### src/rtl/mem_lsu_pkg.sv
// mem_lsu_pkg: shared types for the load/store unit and its D-cache bus.
//   Addr / UInt32  : 32-bit address and data words
//   MemSize        : access width (BYTE / HALF / WORD)
//   CacheReq       : LSU -> D-cache word request (valid/addr/wen/wdata)
//   CacheResp      : D-cache -> LSU response (valid/rdata/error)
package mem_lsu_pkg;

  typedef logic [31:0] Addr;
  typedef logic [31:0] UInt32;

  typedef enum logic [1:0] {
    BYTE = 2'b00,
    HALF = 2'b01,
    WORD = 2'b10
  } MemSize;

  typedef struct packed {
    logic  valid;
    Addr   addr;
    logic  wen;
    UInt32 wdata;
  } CacheReq;

  typedef struct packed {
    logic  valid;
    UInt32 rdata;
    logic  error;
  } CacheResp;

  // The unused size encoding is handled like WORD everywhere.
  function automatic logic is_subword(MemSize s);
    return (s == BYTE) || (s == HALF);
  endfunction

  function automatic logic is_misaligned(Addr a, MemSize s);
    case (s)
      BYTE:    return 1'b0;
      HALF:    return a[0];
      default: return |a[1:0];
    endcase
  endfunction

  function automatic Addr word_addr(Addr a);
    return {a[31:2], 2'b00};
  endfunction

endpackage

### src/rtl/mem_lsu_if.sv
// mem_lsu_if: word bus between the LSU and the D-cache.
//   dreq       : request bundle, driven by the LSU (master)
//   dreq_ready : cache accepts dreq on a posedge where valid & ready
//   dresp      : response bundle, driven by the cache (slave)
interface mem_lsu_if;
  import mem_lsu_pkg::*;

  CacheReq  dreq;
  logic     dreq_ready;
  CacheResp dresp;

  modport master (output dreq, input dreq_ready, input dresp);
  modport slave  (input dreq, output dreq_ready, output dresp);
endinterface

### src/rtl/mem_lane_align.sv
// mem_lane_align: combinational byte-lane helper for the LSU.
//   ld_*  : extract BYTE/HALF/WORD from a cache word at a byte offset,
//           sign- or zero-extending to 32 bits.
//   st_*  : merge right-aligned store data into an old cache word in the
//           lanes selected by size and offset; other lanes are preserved.
module mem_lane_align
  import mem_lsu_pkg::*;
(
  input  UInt32      ld_word_i,
  input  logic [1:0] ld_off_i,
  input  MemSize     ld_size_i,
  input  logic       ld_unsigned_i,
  output UInt32      ld_data_o,
  input  UInt32      st_old_i,
  input  UInt32      st_new_i,
  input  logic [1:0] st_off_i,
  input  MemSize     st_size_i,
  output UInt32      st_data_o
);

  UInt32 ld_sh;
  UInt32 st_mask;
  UInt32 st_sh;

  always_comb begin
    ld_sh = ld_word_i >> {ld_off_i, 3'b000};
    case (ld_size_i)
      BYTE:    ld_data_o = {{24{~ld_unsigned_i & ld_sh[7]}},  ld_sh[7:0]};
      HALF:    ld_data_o = {{16{~ld_unsigned_i & ld_sh[15]}}, ld_sh[15:0]};
      default: ld_data_o = ld_word_i;
    endcase
  end

  always_comb begin
    case (st_size_i)
      BYTE:    st_mask = 32'h0000_00FF << {st_off_i, 3'b000};
      HALF:    st_mask = 32'h0000_FFFF << {st_off_i, 3'b000};
      default: st_mask = 32'hFFFF_FFFF;
    endcase
    st_sh     = st_new_i << {st_off_i, 3'b000};
    st_data_o = (st_old_i & ~st_mask) | (st_sh & st_mask);
  end

endmodule

### src/rtl/mem_lsu.sv
// mem_lsu: RV32 load/store unit between the memory stage and the D-cache.
// Converts byte/half/word accesses into 32-bit word accesses; sub-word
// stores become read-modify-write; misaligned accesses never reach the cache.
//
// Ports:
//   clk, reset        : clock, synchronous active-high reset
//   req_valid_i/ready_o, req_addr_i, req_wen_i, req_size_i,
//   req_unsigned_i, req_wdata_i : memory-stage request
//   resp_valid_o      : one-cycle completion pulse
//   resp_rdata_o      : extended load data (0 for stores and errors)
//   resp_error_o      : misaligned access or cache error
//   dbus              : D-cache word bus (mem_lsu_if.master)
//
// Build option: MEM_LSU_WORD_BUF_EN adds a one-entry word buffer holding the
// last word read from / written to the cache; a sub-word store hitting it
// skips the read phase. Loads always go to the cache.
module mem_lsu
  import mem_lsu_pkg::*;
(
  input  logic       clk,
  input  logic       reset,
  input  logic       req_valid_i,
  output logic       req_ready_o,
  input  Addr        req_addr_i,
  input  logic       req_wen_i,
  input  MemSize     req_size_i,
  input  logic       req_unsigned_i,
  input  UInt32      req_wdata_i,
  output logic       resp_valid_o,
  output UInt32      resp_rdata_o,
  output logic       resp_error_o,
  mem_lsu_if.master  dbus
);

  localparam logic [2:0] IDLE    = 3'd0;
  localparam logic [2:0] RD_REQ  = 3'd1;
  localparam logic [2:0] RD_WAIT = 3'd2;
  localparam logic [2:0] WR_REQ  = 3'd3;
  localparam logic [2:0] WR_WAIT = 3'd4;
  localparam logic [2:0] RESP    = 3'd5;

  logic [2:0] state_q, state_d;
  Addr        addr_q, addr_d;       // original byte address
  MemSize     size_q, size_d;
  logic       uns_q, uns_d;
  logic       st_q, st_d;           // request is a store
  UInt32      sdata_q, sdata_d;     // right-aligned store data
  Addr        daddr_q, daddr_d;     // dreq fields, held across stalls
  logic       dwen_q, dwen_d;
  UInt32      dwdata_q, dwdata_d;
  UInt32      rdata_q, rdata_d;     // last word returned by the cache
  logic       err_q, err_d;
  logic       resp_valid_q, resp_valid_d;
  UInt32      resp_rdata_q, resp_rdata_d;
  logic       resp_error_q, resp_error_d;
  logic       buf_hit;

`ifdef MEM_LSU_WORD_BUF_EN
  logic       buf_vld_q, buf_vld_d;
  Addr        buf_addr_q, buf_addr_d;
  UInt32      buf_data_q, buf_data_d;

  assign buf_hit = buf_vld_q && (buf_addr_q == word_addr(req_addr_i));
`else
  assign buf_hit = 1'b0;
`endif

  // Merge source: normally the word just read; in IDLE (buffer build) the
  // buffered word, so a hitting store can go straight to WR_REQ.
  UInt32      st_old, st_new, st_merged, ld_data;
  logic [1:0] st_off;
  MemSize     st_size;

  always_comb begin
    st_old  = dbus.dresp.rdata;
    st_new  = sdata_q;
    st_off  = addr_q[1:0];
    st_size = size_q;
`ifdef MEM_LSU_WORD_BUF_EN
    if (state_q == IDLE) begin
      st_old  = buf_data_q;
      st_new  = req_wdata_i;
      st_off  = req_addr_i[1:0];
      st_size = req_size_i;
    end
`endif
  end

  mem_lane_align u_align (
    .ld_word_i     (rdata_q),
    .ld_off_i      (addr_q[1:0]),
    .ld_size_i     (size_q),
    .ld_unsigned_i (uns_q),
    .ld_data_o     (ld_data),
    .st_old_i      (st_old),
    .st_new_i      (st_new),
    .st_off_i      (st_off),
    .st_size_i     (st_size),
    .st_data_o     (st_merged)
  );

  always_comb begin
    state_d      = state_q;
    addr_d       = addr_q;
    size_d       = size_q;
    uns_d        = uns_q;
    st_d         = st_q;
    sdata_d      = sdata_q;
    daddr_d      = daddr_q;
    dwen_d       = dwen_q;
    dwdata_d     = dwdata_q;
    rdata_d      = rdata_q;
    err_d        = err_q;
    resp_valid_d = 1'b0;
    resp_rdata_d = resp_rdata_q;
    resp_error_d = resp_error_q;
`ifdef MEM_LSU_WORD_BUF_EN
    buf_vld_d    = buf_vld_q;
    buf_addr_d   = buf_addr_q;
    buf_data_d   = buf_data_q;
`endif
    case (state_q)
      IDLE: if (req_valid_i) begin
        addr_d  = req_addr_i;
        size_d  = req_size_i;
        uns_d   = req_unsigned_i;
        st_d    = req_wen_i;
        sdata_d = req_wdata_i;
        err_d   = 1'b0;
        if (is_misaligned(req_addr_i, req_size_i)) begin
          err_d   = 1'b1;
          state_d = RESP;
        end else begin
          daddr_d = word_addr(req_addr_i);
          if (!req_wen_i || (is_subword(req_size_i) && !buf_hit)) begin
            dwen_d  = 1'b0;
            state_d = RD_REQ;
          end else begin
            dwen_d   = 1'b1;
            dwdata_d = is_subword(req_size_i) ? st_merged : req_wdata_i;
            state_d  = WR_REQ;
          end
        end
      end
      RD_REQ: if (dbus.dreq_ready) state_d = RD_WAIT;
      RD_WAIT: if (dbus.dresp.valid) begin
        rdata_d = dbus.dresp.rdata;
        if (dbus.dresp.error) begin
          err_d   = 1'b1;
          state_d = RESP;
        end else begin
`ifdef MEM_LSU_WORD_BUF_EN
          buf_vld_d  = 1'b1;
          buf_addr_d = daddr_q;
          buf_data_d = dbus.dresp.rdata;
`endif
          if (st_q) begin
            dwen_d   = 1'b1;
            dwdata_d = st_merged;
            state_d  = WR_REQ;
          end else begin
            state_d  = RESP;
          end
        end
      end
      WR_REQ: if (dbus.dreq_ready) state_d = WR_WAIT;
      WR_WAIT: if (dbus.dresp.valid) begin
        err_d   = dbus.dresp.error;
        state_d = RESP;
`ifdef MEM_LSU_WORD_BUF_EN
        if (!dbus.dresp.error) begin
          buf_vld_d  = 1'b1;
          buf_addr_d = daddr_q;
          buf_data_d = dwdata_q;
        end
`endif
      end
      RESP: begin
        state_d      = IDLE;
        resp_valid_d = 1'b1;
        resp_error_d = err_q;
        resp_rdata_d = (st_q || err_q) ? 32'h0 : ld_data;
`ifdef MEM_LSU_WORD_BUF_EN
        if (err_q) buf_vld_d = 1'b0;
`endif
      end
      default: state_d = IDLE;
    endcase
  end

  always_ff @(posedge clk) begin
    if (reset) begin
      state_q      <= IDLE;
      addr_q       <= '0;
      size_q       <= BYTE;
      uns_q        <= 1'b0;
      st_q         <= 1'b0;
      sdata_q      <= '0;
      daddr_q      <= '0;
      dwen_q       <= 1'b0;
      dwdata_q     <= '0;
      rdata_q      <= '0;
      err_q        <= 1'b0;
      resp_valid_q <= 1'b0;
      resp_rdata_q <= '0;
      resp_error_q <= 1'b0;
`ifdef MEM_LSU_WORD_BUF_EN
      buf_vld_q    <= 1'b0;
      buf_addr_q   <= '0;
      buf_data_q   <= '0;
`endif
    end else begin
      state_q      <= state_d;
      addr_q       <= addr_d;
      size_q       <= size_d;
      uns_q        <= uns_d;
      st_q         <= st_d;
      sdata_q      <= sdata_d;
      daddr_q      <= daddr_d;
      dwen_q       <= dwen_d;
      dwdata_q     <= dwdata_d;
      rdata_q      <= rdata_d;
      err_q        <= err_d;
      resp_valid_q <= resp_valid_d;
      resp_rdata_q <= resp_rdata_d;
      resp_error_q <= resp_error_d;
`ifdef MEM_LSU_WORD_BUF_EN
      buf_vld_q    <= buf_vld_d;
      buf_addr_q   <= buf_addr_d;
      buf_data_q   <= buf_data_d;
`endif
    end
  end

  // valid is decoded from state; the payload comes straight from registers.
  CacheReq dreq_w;
  always_comb begin
    dreq_w       = '0;
    dreq_w.valid = (state_q == RD_REQ) || (state_q == WR_REQ);
    dreq_w.addr  = daddr_q;
    dreq_w.wen   = dwen_q;
    dreq_w.wdata = dwdata_q;
  end
  assign dbus.dreq = dreq_w;

  assign req_ready_o  = (state_q == IDLE);
  assign resp_valid_o = resp_valid_q;
  assign resp_rdata_o = resp_rdata_q;
  assign resp_error_o = resp_error_q;

endmodule
### src/flat_wrapper.sv
// flat-port wrapper written by rule: the top's interface ports become plain ports
module mem_lsu_flat import mem_lsu_pkg::*;
  (clk, reset, req_valid_i, req_ready_o, req_addr_i, req_wen_i, req_size_i, req_unsigned_i, req_wdata_i, resp_valid_o, resp_rdata_o, resp_error_o, dbus_dreq, dbus_dreq_ready, dbus_dresp);
  mem_lsu_if dbus_i ();
  input  logic clk;
  input  logic reset;
  input  logic req_valid_i;
  output logic req_ready_o;
  input  Addr req_addr_i;
  input  logic req_wen_i;
  input  MemSize req_size_i;
  input  logic req_unsigned_i;
  input  UInt32 req_wdata_i;
  output logic resp_valid_o;
  output UInt32 resp_rdata_o;
  output logic resp_error_o;
  output wire logic [$bits(dbus_i.dreq)-1:0] dbus_dreq;
  input wire logic [$bits(dbus_i.dreq_ready)-1:0] dbus_dreq_ready;
  input wire logic [$bits(dbus_i.dresp)-1:0] dbus_dresp;
  assign dbus_dreq = dbus_i.dreq;
  assign dbus_i.dreq_ready = dbus_dreq_ready;
  assign dbus_i.dresp = dbus_dresp;
  mem_lsu u_core (.clk(clk), .reset(reset), .req_valid_i(req_valid_i), .req_ready_o(req_ready_o), .req_addr_i(req_addr_i), .req_wen_i(req_wen_i), .req_size_i(req_size_i), .req_unsigned_i(req_unsigned_i), .req_wdata_i(req_wdata_i), .resp_valid_o(resp_valid_o), .resp_rdata_o(resp_rdata_o), .resp_error_o(resp_error_o), .dbus(dbus_i));
endmodule
### config.mk
export PLATFORM = sky130hd
export DESIGN_NAME = mem_lsu_flat
export DESIGN_NICKNAME = d
export VERILOG_FILES = /design/src/rtl/mem_lsu_pkg.sv /design/src/rtl/mem_lsu_if.sv /design/src/rtl/mem_lane_align.sv /design/src/rtl/mem_lsu.sv /design/src/flat_wrapper.sv
export SDC_FILE = /design/constraint.sdc
export NUM_CORES = 1
export LEC_CHECK = 0
export ABC_AREA = 1
export CORE_MARGIN = 2
export CORE_UTILIZATION = 40
export CTS_BUF_LIST = sky130_fd_sc_hd__clkbuf_8
export DETAILED_ROUTE_END_ITERATION = 8
export PLACE_DENSITY = 0.66
export SLEW_MARGIN = 5
export SYNTH_ARGS = -nofsm -noshare
export SYNTH_HDL_FRONTEND = slang
export SYNTH_HIERARCHICAL = 1
export SYNTH_SLANG_ARGS = --single-unit
### constraint.sdc
create_clock -name clk -period 1.75 [get_ports clk]
set_input_delay 0.35 -clock clk [delete_from_list [all_inputs] [get_ports clk]]
set_output_delay 0.35 -clock clk [all_outputs]
set_load 0.05 [all_outputs]
==> results of run 1 <==
cells in the final DEF, fill, tap and decap left out, types with 5 or more instances in the layout:
cell               n
nand3_2           18
o211ai_1           7
o21ai_1           17
o21ai_0           84
inv_2             13
buf_12            26
inv_8              5
inv_1             62
clkbuf_8          17
nand4_1            8
nor2_1           190
buf_4            157
o22ai_1            6
dfxtp_1          167
a21oi_2           32
a21oi_1           37
nand3_1          215
clkinv_8           5
nor2_2            11
nand2_2           31
buf_6              6
nor2_4             6
clkdlybuf4s50_1  105
nand2_1          423
power groups by stage:
stage	Sequential [mW]	Combinational, mW	Clock [mW]
floorplan	6.35	6.34	0
global placement	5.29	10.9	0
detailed placement	5.31	10.9	0
CTS	5.25	11.0	3.28
global route	5.37	12.8	3.41
finish	5.28	11.8	3.19
area by class of cell:
type                    instances  share of cell area, %
clock buffers                  17                   1.82
clock inverters                15                   1.74
multi-input cells            1113                   41.4
flip-flops and latches        171                   26.7
inverters                      83                   2.61
repair buffers                298                   22.6
well taps                     319                   3.11
metal layers:
metal	global-route usage (%)	vias up	share of wire, %
li1	-	5153	-
met1	38.1	4732	46
met2	40.0	427	44
met3	4.54	46	7.5
met4	6.71	0	1.9
met5	0	-	0
worst max-delay path by stage:
| stage | end | slack (ns) | cells past startpoint |
|---|---|---|---|
| final | u_core/dwdata_q[23] | -0.03 | 13 |
| after global routing | u_core/dwdata_q[25] | -0.14 | 16 |
| after CTS | req_ready_o | -0.03 | 4 |
| after detailed placement | u_core/dwdata_q[12] | -0.27 | 11 |
| after global placement | u_core/dwdata_q[2] | -0.24 | 11 |
| after floorplan | dbus_dreq[65] | 0.19 | 2 |
what timing repair did:
item	4_1_cts	5_1_grt
gates cloned	0	2
gates resized for setup	14	80
setup buffers	0	5
pin swaps	4	38
endpoints found under the setup margin	25	64
state kept, by name (all words and copies together) (netlist names), 2 cells and up:
signal	flops
u_core/state_q	3
u_core/resp_rdata_o	32
u_core/size_q	2
u_core/dwdata_q	32
u_core/sdata_q	32
u_core/addr_q	2
u_core/daddr_q	30
u_core/rdata_q	32
cell families (layout without fill, tap and decap cells):
kind of cell           count (synthesis)  after routing  share of synthesized area, %
and+or+nand+nor                      916            916                          41.9
AOI/OAI and AO/OA                    195            195                          12.0
buffers and inverters                193            413                          9.85
DFF                                  171            171                          36.2
other                                  1              2                        0.0396
worst min-delay path: cells and delay by family:
family	cells	cell delay (ns)
buf+inv	1	0.40
simple gates	2	0.15
==> results by group, run 1 <==
Hold path
  • Hold EP: u_core/uns_q
  • HP Class: primary input to register
  • Hold Startpoint: req_unsigned_i
  • Hold path depth: 3

Timing
  • Endpoints failing setup: 1
  • Fmax: 563 MHz
  • Setup_tns: -0.0275 ns
  • Fin. max-slew vios: 0
  • Final hold vios: 0
  • Period Utilization, post-route: 102%
  • Clock skew: 0.0174 ns
  • Hold Slack: 0.461 ns
  • RSZ-0062 raised after global routing: yes
  • Clock period minus worst slack: 1.78 ns
  • Setup WS post-layout: -0.0275 ns

Pwr
  • Switch share: 48.5%
  • Power consumption: 20.3 mW
  • Int Pwr: 10.4 mW
  • Clock network fraction of design power: 15.8%
  • Reg power frac: 26.1%
  • Pwr Density: 1580 nW/µm²
  • Worst vdd ir: 1320 µV
  • P_leak: 5.99 nW
  • Comb power frac: 58.2%
  • P_sw: 9.82 mW

Logic synthesis
  • Syn. warnings: 6
  • Ys async rst share: 0%
  • Mapped Cells: 1476
  • Main synth FF type: dfxtp_1
  • Commonest cells in the netlist: nand2_1, nand3_1, nor2_1
  • Synthesized area per cell: 6.41 µm²
  • Post-synth top area share: 36.2%
  • Netlist Area Pre-Place: 9460 µm²
  • Synth unique cells: 34
  • Area leader, netlist: dfxtp_1
  • #FFs+latches synth: 171
  • Top-count cell post-synth: nand2_1
  • Synth top area cells: dfxtp_1, nand2_1, nand3_1
  • Sequential-to-total area share from yosys stat: 36.2%
  • Post-synth EDFFs: 0

Floorplanning
  • Die span in x: 158 µm
  • Starting Density: 40.6%
  • Die Area: 24900 µm²
  • Core footprint: 23300 µm²
  • Die Y: 158 µm
  • Io pins: 207
  • Number of core rows: 56

Global route
  • Vias in the first global route: 9109
  • Total track usage: 26.2%
  • Largest net degree at the start of global routing: 67
  • Initial antenna violation count: 0
  • First-pass GRT wire length: 50.5 mm
  • Grt ovf: 0

Clock tree
  • Num CTS Buffers: 17
  • Clock H-tree levels: 4
  • Cts hold-fix bufs: 0
  • Clk pin slew, worst setup/hold paths: 0.10 ns
  • CTS tree: done
  • CTS root buf: clkbuf_8
  • Clock Path Buffers: 2
  • Clock latency on the worst-skew pair: 0.48 ns
  • Clock Sinks: 171

Run
  • Max-Cap Viols: 0

Placed design
  • Dpl cell area: 12000 µm²
  • Placer Congestion: 0.953
  • Post-DP HPWL: 24.9 mm
  • Dpl ws: -0.273 ns
  • Inst Count DP: 1977
  • I/O Buffers: 204

Finish
  • Layout cell share with drive strength beyond 1: 21.7%
  • Final Instance Area: 12800 µm²
  • Nets: 1790
  • Synth-to-layout area growth: 35.7%
  • Fill cells: 2316
  • Antenna cells: 0
  • Final non-filler cell total: 2016
  • Sequential cell area: 3440 µm²
  • Area of the multi-input gates: 5320 µm²
  • Fin util: 55.1%

Detailed routing
  • DRT Pass-1 Iters: 5
  • DR DRC count: 0
  • WL final: 33.6 mm
  • Antenna Violating Nets Remaining: 0
  • Drt via density: 5.14
  • DR WL/cell: 16.7 µm
  • Total number of vias: 10.4k
  • Drt first-iter violations: 968

Worst setup path
  • Crit path launch type: register
  • R2R setup slack: -0.03 ns
  • Worst Path Buf+Inv: 3
  • Crit. Startpoint: u_core/addr_q[0]
  • Kind of critical path: register to register
  • Most frequent cell on the critical path: nand2_1
  • Reg-to-reg endpoint: u_core/dwdata_q[23]
  • Cell Chain, Critical Path: buf_4 > nand4_2 > buf_6 > nand4_1 > nand2_1 > nand2_1 > nand2_1 > nand2_1 > nand2_1 > inv_1 > nand3_1 > nand2_1 > nor2_1
  • Critical path data required time: 2.13 ns
  • Slowest cell delay on critical path: 0.38 ns
  • CP max FO: 8
  • Launching point of the worst reg2reg path: u_core/addr_q[0]
  • Worst EP arrival: 2.16 ns
  • Critical Path End Type: register
  • Worst reg2reg path depth: 13
  • Slowest CP cell: dfxtp_4
  • Crit path max-delay family: simple AND/OR/NAND/NOR gates

Outcome
  • Outcome: finished with violations
  • Failing checks: negative setup slack
(Power assumes the default switching activity.)
==> inputs of run 2 (changes only) <==
--- a/config.mk
+++ b/config.mk
@@ -6,11 +6,11 @@
 export NUM_CORES = 1
 export LEC_CHECK = 0
 export ABC_AREA = 1
-export CORE_MARGIN = 2
 export CORE_UTILIZATION = 40
 export CTS_BUF_LIST = sky130_fd_sc_hd__clkbuf_8
 export DETAILED_ROUTE_END_ITERATION = 8
 export PLACE_DENSITY = 0.66
+export SKIP_LAST_GASP = 1
 export SLEW_MARGIN = 5
 export SYNTH_ARGS = -nofsm -noshare
 export SYNTH_HDL_FRONTEND = slang
==> constraint.sdc (replaced) <==
create_clock -name clk -period 1.8 [get_ports clk]
set_input_delay 0.36 -clock clk [delete_from_list [all_inputs] [get_ports clk]]
set_output_delay 0.36 -clock clk [all_outputs]
set_load 0.05 [all_outputs]
==> run 2 against run 1 <==
  * The flow now finishes without violations
  * Core utilization down 0.35 points
  * Clock power down 15%
  * Sequential power down 2%
  * Total power down 7.9%
  * Die area down 2.5%
  * Non-clock buffer count down 18
  * Largest cell class unchanged
==> results by group, run 2 (synthesis results as in run 1) <==
Floorplanning
  • Number of core rows: 55
  • Starting Density: 41.3%
  • Die Y: 156 µm
  • Die Area: 24300 µm²
  • Die span in x: 156 µm
  • Core footprint: 22900 µm²
  • Io pins: 207

Worst setup path
  • Crit. Startpoint: u_core/addr_q[0]
  • Worst EP arrival: 2.15 ns
  • Most frequent cell on the critical path: nand2_1
  • Critical path data required time: 2.16 ns
  • Slowest CP cell: dfxtp_4
  • CP max FO: 8
  • CP Capture Point: u_core/dwdata_q[24]
  • Kind of critical path: register to register
  • Launching point of the worst reg2reg path: u_core/addr_q[0]
  • Critical Path End Type: register
  • R2R setup slack: 0.009 ns
  • Worst reg2reg path depth: 15
  • Reg-to-reg endpoint: u_core/dwdata_q[24]
  • Slowest cell delay on critical path: 0.40 ns
  • Cell Chain, Critical Path: inv_8 > buf_12 > buf_4 > o21ai_2 > nand2_1 > nand3_2 > nand2_2 > nand2_1 > nand2_1 > nand2_1 > nand2_1 > inv_1 > nand3_1 > nand2_1 > nor2_1
  • Crit path launch type: register

Timing
  • Fin. max-slew vios: 0
  • RSZ-0062 raised after global routing: yes
  • Hold Slack: 0.468 ns
  • Worst Tran Pin Value: 0.545 ns
  • Fmax: 558 MHz
  • Clock skew: 0.0146 ns
  • Period Utilization, post-route: 99.5%
  • Final hold vios: 0
  • Endpoints failing setup: 0
  • Clock period minus worst slack: 1.79 ns
  • Setup WS post-layout: 0.00915 ns
  • Rel. slew slack: 63.6%

Finish
  • Area of the multi-input gates: 5350 µm²
  • Synth-to-layout area growth: 32.4%
  • Fill cells: 2314
  • Commonest non-fill, non-tap cell in the layout: nand2_1
  • Nets: 1772
  • Sequential cell area: 3440 µm²
  • Layout cell share with drive strength beyond 1: 21.2%
  • Most frequent cells in the layout: nand2_1, nand3_1, nor2_1, dfxtp_1, buf_4
  • Antenna cells: 0

Clock tree
  • CTS root buf: clkbuf_8
  • CTS tree: done
  • Num CTS Buffers: 17
  • Clock latency on the worst-skew pair: 0.47 ns
  • Clock Sinks: 171
  • Clock Path Buffers: 2
  • Clock H-tree levels: 4
  • Clk pin slew, worst setup/hold paths: 0.10 ns

Global route
  • Initial antenna violation count: 0
  • Largest net degree at the start of global routing: 67
  • Grt ovf: 0
  • Vias in the first global route: 9115
  • First-pass GRT wire length: 50.3 mm
  • Total track usage: 26.7%

Pwr
  • P_sw: 9.15 mW
  • Worst vdd ir: 855 µV
  • Comb power frac: 57.8%
  • Clock network fraction of design power: 14.5%
  • Pwr Density: 1490 nW/µm²
  • P_leak: 5.81 nW
  • Power consumption: 18.7 mW
  • Switch share: 49.0%
  • Int Pwr: 9.50 mW
  • Reg power frac: 27.7%

Placed design
  • Dpl ws: -0.302 ns
  • Placer Congestion: 0.921
  • I/O Buffers: 204
  • Post-DP HPWL: 24.2 mm

Detailed routing
  • Drt first-iter violations: 817
  • Total number of vias: 10.2k
  • WL final: 32.3 mm
  • Drt via density: 5.13
  • Antenna Violating Nets Remaining: 0
  • DR DRC count: 0
  • DR WL/cell: 16.2 µm
  • DRT Pass-1 Iters: 5

Run
  • Max-Cap Viols: 0

Hold path
  • HP Class: primary input to register

Outcome
  • Outcome: finished clean
[run 2: area by class of cell]
cell class / instances / share of cell area, %
Tap cell: 313 / 3.12
Sequential cell: 171 / 27.4
Clock buffer: 19 / 2.09
Timing Repair Buffer: 280 / 21.2
Multi-Input combinational cell: 1113 / 42.7
Clock inverter: 12 / 0.898
Inverter: 83 / 2.64
[run 2: what timing repair did]
| action | CTS | global route |
|---|---|---|
| buffers inserted | 0 | 5 |
| hold buffers | 0 | 0 |
| pin swaps | 2 | 40 |
| gates cloned | 1 | 1 |
| endpoints found under the setup margin | 12 | 59 |
| resized for setup | 7 | 94 |
[run 2: how the worst min path moves through the flow]
stage	from	endpoint	slack [ns]	cells past startpoint
6_report	req_unsigned_i	u_core/uns_q	0.47	3
5_1_grt	req_unsigned_i	u_core/uns_q	0.48	3
2_1_floorplan	u_core/rdata_q[7]	u_core/rdata_q[7]	0.44	2
4_1_cts	req_unsigned_i	u_core/uns_q	0.45	3
3_5_place_dp	u_core/resp_error_o	u_core/resp_error_o	0.45	2
3_3_place_gp	u_core/resp_error_o	u_core/resp_error_o	0.44	2
[run 2: power groups by stage]
stage	registers (mW)	logic, mW	clock network (mW)
after floorplan	6.17	6.16	0
after global placement	5.17	10.1	0
after detailed placement	5.18	10.1	0
after CTS	5.11	10.2	2.80
after global routing	5.25	11.7	2.94
final	5.16	10.8	2.71
[run 2: metal layers]
layer / share of wire [%] / vias to the layer above / GRT usage (%)
li1: - / 5118 / -
met4: 2.4 / 0 / 8.68
met3: 7.1 / 42 / 4.78
met5: 0 / - / 0
met2: 43 / 376 / 39.1
met1: 47 / 4670 / 39.0
[run 2: worst max-delay path, delay by kind of cell (launching register included)]
| kind | cells | cell delay [ns] |
|---|---|---|
| DFF | 1 | 0.40 |
| and+or+nand+nor | 10 | 0.67 |
| buffers and inverters | 4 | 0.37 |
| AOI/OAI and AO/OA | 1 | 0.25 |
[run 2: stage by stage]
step | utilization [%] | area (µm²) | cells | setup TNS [ns]
global placement | 51.5 | 11800 | 1956 | -16.28
finish | 54.7 | 12500 | 1991 | 0
global route | 54.7 | 12500 | 1991 | -0.461
floorplan | - | 9470 | 1477 | 0
CTS | 53.3 | 12200 | 1988 | -0.0396
detailed placement | 51.5 | 11800 | 1956 | -17.35
